$ cat src/rtl/hs_pkg.sv
// Shared declarations for the registered half subtractor.
// Widths above HS_MAX_WIDTH are outside the supported range.
package hs_pkg;
  localparam int HS_MAX_WIDTH = 64;
endpackage

$ cat src/rtl/hs_if.sv
// Operand/result bundle for hs: master drives operands, slave returns results.
// The result side follows the operand side by exactly one clock.
interface hs_if #(
  parameter int WIDTH = 1
);
  logic             in_valid;
  logic [WIDTH-1:0] x;
  logic [WIDTH-1:0] y;
  logic             out_valid;
  logic [WIDTH-1:0] sub;
  logic             br;

  modport master (
    output in_valid, x, y,
    input  out_valid, sub, br
  );

  modport slave (
    input  in_valid, x, y,
    output out_valid, sub, br
  );
endinterface

$ cat src/rtl/hs_cell.sv
// Combinational 1-bit half subtractor: d = a - b, bo = borrow.
// Two of these plus an OR form one full-subtractor stage.
module hs_cell (
  input  logic a,
  input  logic b,
  output logic d,
  output logic bo
);
  assign d  = a ^ b;
  assign bo = ~a & b;
endmodule

$ cat src/rtl/hs.sv
// Registered ripple-borrow subtractor with a synchronised reset release.
// WIDTH=1 reduces to the classic half subtractor.
module hs
  import hs_pkg::*;
#(
  parameter int WIDTH = 1
) (
  input  logic clk,
  input  logic rst_n,
  hs_if.slave  bus
);
  typedef struct packed {
    logic [WIDTH-1:0] sub;
    logic             br;
  } res_t;

  logic [WIDTH-1:0] w_d;
  logic [WIDTH:1]   w_b;
  res_t             w_res;
  res_t             r_res;
  logic             r_vld;
  logic             r_rdy;

  for (genvar i = 0; i < WIDTH; i++) begin : g_bit
    if (i == 0) begin : g_lsb
      hs_cell u_c0 (
        .a  (bus.x[0]),
        .b  (bus.y[0]),
        .d  (w_d[0]),
        .bo (w_b[1])
      );
    end else begin : g_full
      logic w_d1;
      logic w_bo1;
      logic w_bo2;
      hs_cell u_ca (
        .a  (bus.x[i]),
        .b  (bus.y[i]),
        .d  (w_d1),
        .bo (w_bo1)
      );
      hs_cell u_cb (
        .a  (w_d1),
        .b  (w_b[i]),
        .d  (w_d[i]),
        .bo (w_bo2)
      );
      assign w_b[i+1] = w_bo1 | w_bo2;
    end
  end

  assign w_res = {w_d, w_b[WIDTH]};

  // Release takes one edge to propagate; capture starts on the next one.
  always_ff @(posedge clk or negedge rst_n) begin
    if (!rst_n) r_rdy <= 1'b0;
    else        r_rdy <= 1'b1;
  end

  always_ff @(posedge clk or negedge rst_n) begin
    if (!rst_n) begin
      r_res <= '0;
      r_vld <= 1'b0;
    end else if (r_rdy) begin
      r_vld <= bus.in_valid;
      if (bus.in_valid) r_res <= w_res;
    end
  end

  assign bus.out_valid = r_vld;
  assign bus.sub       = r_res.sub;
  assign bus.br        = r_res.br;
endmodule

$ cat src/flat_wrapper.sv
// flat-port wrapper written by rule: the top's interface ports become plain ports
module hs_flat import hs_pkg::*;
#(
  parameter int WIDTH = 1
)
  (clk, rst_n, bus_in_valid, bus_x, bus_y, bus_out_valid, bus_sub, bus_br);
  hs_if #(.WIDTH(WIDTH)) bus_i ();
  input  logic clk;
  input  logic rst_n;
  input wire logic [$bits(bus_i.in_valid)-1:0] bus_in_valid;
  input wire logic [$bits(bus_i.x)-1:0] bus_x;
  input wire logic [$bits(bus_i.y)-1:0] bus_y;
  output wire logic [$bits(bus_i.out_valid)-1:0] bus_out_valid;
  output wire logic [$bits(bus_i.sub)-1:0] bus_sub;
  output wire logic [$bits(bus_i.br)-1:0] bus_br;
  assign bus_i.in_valid = bus_in_valid;
  assign bus_i.x = bus_x;
  assign bus_i.y = bus_y;
  assign bus_out_valid = bus_i.out_valid;
  assign bus_sub = bus_i.sub;
  assign bus_br = bus_i.br;
  hs #(.WIDTH(WIDTH)) u_core (.clk(clk), .rst_n(rst_n), .bus(bus_i));
endmodule
$ cat config.mk
export PLATFORM = sky130hd
export DESIGN_NAME = hs_flat
export DESIGN_NICKNAME = d
export VERILOG_FILES = /design/src/rtl/hs_pkg.sv /design/src/rtl/hs_if.sv /design/src/rtl/hs_cell.sv /design/src/rtl/hs.sv /design/src/flat_wrapper.sv
export SDC_FILE = /design/constraint.sdc
export NUM_CORES = 1
export LEC_CHECK = 0
export ABC_AREA = 1
export BUFFER_PORTS_ARGS = -buffer_cell sky130_fd_sc_hd__buf_2
export CAP_MARGIN = 20
export CORE_AREA = 4 4 41 43
export CTS_BUF_LIST = sky130_fd_sc_hd__clkbuf_8
export CTS_CLUSTER_SIZE = 20
export DETAILED_ROUTE_END_ITERATION = 8
export DIE_AREA = 0 0 45 47
export PLACE_DENSITY = 0.36
export SLEW_MARGIN = 10
export SYNTH_ARGS = -nofsm -noshare
export SYNTH_HDL_FRONTEND = slang
export SYNTH_HIERARCHICAL = 1
export SYNTH_SLANG_ARGS = --single-unit
$ cat constraint.sdc
create_clock -name clk -period 0.8 [get_ports clk]
set_input_delay 0.04 -clock clk [delete_from_list [all_inputs] [get_ports clk]]
set_output_delay 0.04 -clock clk [all_outputs]
set_load 0.05 [all_outputs]
== After elaboration in Yosys (flattened, before gate mapping) ==
Cells that the tools add are included.
Widths: inputs -> output; s select.

* $add $sub $neg: 0
* $mul: 0
* Div/mod/pow operators: 0
* Magnitude comparators: 0
* Equal/unequal tests: 0
* Shift operators: 0
* Muxes and demuxes: 0
* Bitwise gates (word level): 3
* Reduce and logical (&&, ||, !) cells: 1

{| class="wikitable"
|+ Operators by type and width
! kind !! count
|-
| $reduce_and 2->1 || 1
|-
| $and 1x1->1 || 1
|-
| $not 1->1 || 1
|-
| $xor 1x1->1 || 1
|}

* Flip-flop bits (word level): 4
* Bits in latches: 0
* Memory bits (writable): 0
* Memory bits (read-only): 0
* Input bits: 5
* Output and inout bits: 3
* Logic and storage cells: 8
* Memories: 0

== Longest topological paths before layout ==
* Depth after elaboration: 2
* Gate-level depth with buffers: 5
* Gate-level depth less buffers: 5

== Hierarchy ==
The synthesis kept the hierarchy.

{| class="wikitable"
|+ Modules (own cells, without submodules)
! module !! times used !! cells an instance !! area each (sq um) !! sequential area each (sq um)
|-
| hs || 1 || 14 || 143.9 || 100.1
|-
| hs_cell || 1 || 3 || 20.0 || 0.0
|}

== Worst setup path before layout ==
OpenSTA, ideal clock, no wires.

* Path type: reg2reg
* From: register u_core/bus.out_valid (netlist name)
* To: register u_core.r_vld, in the netlist u_core/bus.out_valid
* Setup time: 0.083 ns
* Arrival time: 0.795 ns
* Required time: 0.717 ns
* Path slack: -0.078 ns
* Cell stages (with the launch flop): 3
* Path buffers: 0
* Clock period less this slack: 0.878 ns
* Cell sequence: dfrtp_1 -> inv_1 -> o21ai_0

{| class="wikitable"
|+ RTL lines
! element !! line !! RTL
|-
| to (signal assigned) || hs.sv:65 || <nowiki>r_vld <= bus.in_valid;</nowiki>
|-
| to (decl) || hs.sv:21 || <nowiki>logic r_vld;</nowiki>
|}

== Final worst setup path ==
* From: register u_core.r_res, in the netlist u_core/bus.sub
* To: output bus_sub

{| class="wikitable"
|+ RTL lines
! element !! line !! RTL
|-
| from (decl) || hs.sv:20 || <nowiki>res_t r_res;</nowiki>
|-
| from (signal assigned) || hs.sv:66 || <nowiki>if (bus.in_valid) r_res <= w_res;</nowiki>
|-
| to (decl) || flat_wrapper.sv:14 || <nowiki>output wire logic [$bits(bus_i.sub)-1:0] bus_sub;</nowiki>
|}

No word-level cell between the ends.

==> impl_metrics.env <==
export IMPL_ios=8
export IMPL_post_drt_via_cell_ratio=3.14
export IMPL_diodes=0
export IMPL_critPathBufInv=1
export IMPL_numPortBuffers=7
export IMPL_ant_nets=0
export IMPL_drtIter0Drc=0
export IMPL_cap_viol_max_count=0
export IMPL_r2r_slack_ns=0.12
export IMPL_synth_fp_nets=23
export IMPL_ys_types=8
export IMPL_grt_pass1_vias=134
export IMPL_vias=138
export IMPL_finalSetupViolCount=2
export IMPL_clk_pin_slew_ns=0.03
export IMPL_insertion_delay_ns=0.22
export IMPL_synth_area_um2=164
export IMPL_slowest_delay_ns=0.40
export IMPL_holdPathStages=3
export IMPL_clockPowerShare_pct=52.2
export IMPL_slowest_stage="dfrtp_2"
export IMPL_fp_dieW_um=45
export IMPL_drive_gt1_share_pct=48.3
export IMPL_postCtsSetupRepairBufs=0
export IMPL_min_period_ns=0.805
export IMPL_ys_seq_area_share_pct=61.1
export IMPL_cts_tree="built"
export IMPL_p_sw_share_pct=25.3
export IMPL_pwr_share_seq_pct=29.6
export IMPL_rr_startpoint="u_core/r_rdy$_DFF_PN0_"
export IMPL_grt_max_degree=5
export IMPL_combPwrFrac_pct=18.1
export IMPL_max_vdd_ir_drop_mv=0.716
export IMPL_r2r_cells=2
export IMPL_p_int_mw=0.609
export IMPL_num_rows=13
export IMPL_crit_type="register to output pin"
export IMPL_hold_viol_final=0
export IMPL_slew_violations=0
export IMPL_clockRootBuffer="clkbuf_8"
export IMPL_rsz0062_at_grt="true"
export IMPL_worst_slack_ns=-0.00479
export IMPL_cts_sinks=4
export IMPL_violations="negative setup slack"
export IMPL_ys_ff_latch=4
export IMPL_min_path_type="primary input to register"
export IMPL_p_switching_mw=0.206
export IMPL_die_area_um2=2120
export IMPL_required_ns=0.76
export IMPL_place_ws_ns=0.111
export IMPL_cp_max_fo=2
export IMPL_path_cells="buf_6"
export IMPL_p_per_area_nw_per_um2=2760
export IMPL_clockBufferDepth=2
export IMPL_antenna_found_initial=0
export IMPL_routedWlPerCell_um=7.43
export IMPL_initial_core_util_pct=12.6
export IMPL_regArea_um2=104
export IMPL_place_congestion=0.583
export IMPL_p_leak_nw=0.157
export IMPL_nets=36
export IMPL_routed_wl_um=327
export IMPL_r2r_end="u_core/bus.out_valid$_DFFE_PN0P_"
export IMPL_skew_ns=0.00385
export IMPL_cp_arrival_ns=0.76
export IMPL_grt_usage_pct=4.20
export IMPL_fillerInstances=153
export IMPL_yosysWarnings=6
export IMPL_grt_pass1_wl_um=524
export IMPL_grt_ovfl_total=0
export IMPL_post_synth_cell_area_avg_um2=9.64
export IMPL_power_mw=0.815
export IMPL_htree_num_levels=1
export IMPL_worstHoldStart="bus_in_valid"
export IMPL_syn_instance_count=17
export IMPL_first_pass_iters=1
export IMPL_startpoint_type="register"
export IMPL_period_share_pct=101
export IMPL_core_um2=1300
export IMPL_whs_endpoint="u_core/bus.sub$_DFFE_PN0P_"
export IMPL_multiInputGateArea_um2=52.6
export IMPL_status="finished, violations left"
export IMPL_drc=0
export IMPL_chipHeight_um=47
export IMPL_path_delay_family="flip-flops"
export IMPL_fmax_ghz=1.24
export IMPL_cts_made_buffers=3
export IMPL_area_growth_pct=80.2
export IMPL_end_kind="output pin"
flip-flops by register name (all words and copies together) (netlist names):
register              count
u_core/bus.sub            1
u_core/r_rdy              1
u_core/bus.br             1
u_core/bus.out_valid      1
cells in the final DEF (no fill, tap or decap), drive strengths merged:
master,synthesis,layout
nand3,2,2
ha,1,1
conb,1,1
o21ai,1,1
dlygate4sd3,0,1
dfrtp,4,4
buf,0,7
clkbuf,0,3
inv,3,4
nand2,5,5
layout make-up:
type,count,share of cell area [%]
Sequential cell,4,35.2
Multi-Input combinational cell,10,17.8
Clock buffer,3,14.0
Clock inverter,1,1.27
Timing Repair Buffer,8,21.6
Tap cell,15,6.36
Inverter,3,3.81
cell families after synthesis:
| kind of cell | Yosys count | share of synthesized area (%) |
|---|---|---|
| other | 1 | 2.29 |
| DFF | 4 | 61.1 |
| buffers and inverters | 3 | 6.87 |
| adders and majority gates | 1 | 7.63 |
| and+or+nand+nor | 7 | 19.1 |
| AOI/OAI and AO/OA | 1 | 3.05 |
timing repair:
item | CTS | global route
hold buffers | 1 | 0
hold endpoints to repair | 4 | 0
gates resized for setup | 6 | 0
endpoints found under the setup margin | 3 | 3
power groups by stage:
stage,Sequential (mW),Combinational [mW],Clock [mW]
2_1_floorplan,0.303,0.0221,0
3_3_place_gp,0.240,0.122,0
3_5_place_dp,0.240,0.124,0
4_1_cts,0.242,0.150,0.443
5_1_grt,0.245,0.158,0.461
6_report,0.241,0.148,0.426
metrics by stage:
step / hold WS, ns / instance area, µm² / cells / utilization, % / setup TNS [ns]
6_report: 0.0995 / 295 / 44 / 22.7 / -0.00820
5_1_grt: 0.108 / 295 / 44 / 22.7 / -0.0789
4_1_cts: 0.0979 / 295 / 44 / 22.7 / -0.0336
3_5_place_dp: -0.146 / 221 / 39 / 17.0 / 0
3_3_place_gp: -0.151 / 221 / 39 / 17.0 / 0
2_1_floorplan: -0.256 / 168 / 17 / - / 0
cell usage after synthesis (all sizes together):
cell	number	area share, %
dfrtp	4	61
nand3	2	6.1
inv	3	6.9
o21ai	1	3.1
conb	1	2.3
ha	1	7.6
nand2	5	13
metal layers:
metal	track usage (%)	vias to the layer above	wire length [µm]
met3	5.36	0	69
met5	0	-	0
li1	-	74	-
met1	3.91	54	149
met4	3.51	0	0
met2	4.52	10	108
worst max path at each step:
| stage | start | end | slack, ns | cells past startpoint |
|---|---|---|---|---|
| floorplan | u_core/bus.out_valid$_DFFE_PN0P_ | u_core/bus.out_valid$_DFFE_PN0P_ | 0.04 | 2 |
| global placement | bus_x | u_core/bus.sub$_DFFE_PN0P_ | 0.12 | 6 |
| detailed placement | u_core/r_rdy$_DFF_PN0_ | u_core/bus.out_valid$_DFFE_PN0P_ | 0.11 | 2 |
| CTS | u_core/bus.out_valid$_DFFE_PN0P_ | bus_out_valid | -0.01 | 1 |
| global route | u_core/bus.out_valid$_DFFE_PN0P_ | bus_out_valid | -0.04 | 1 |
| finish | u_core/bus.sub$_DFFE_PN0P_ | bus_sub | -0.005 | 1 |
Power figures use the tool's default switching activity.
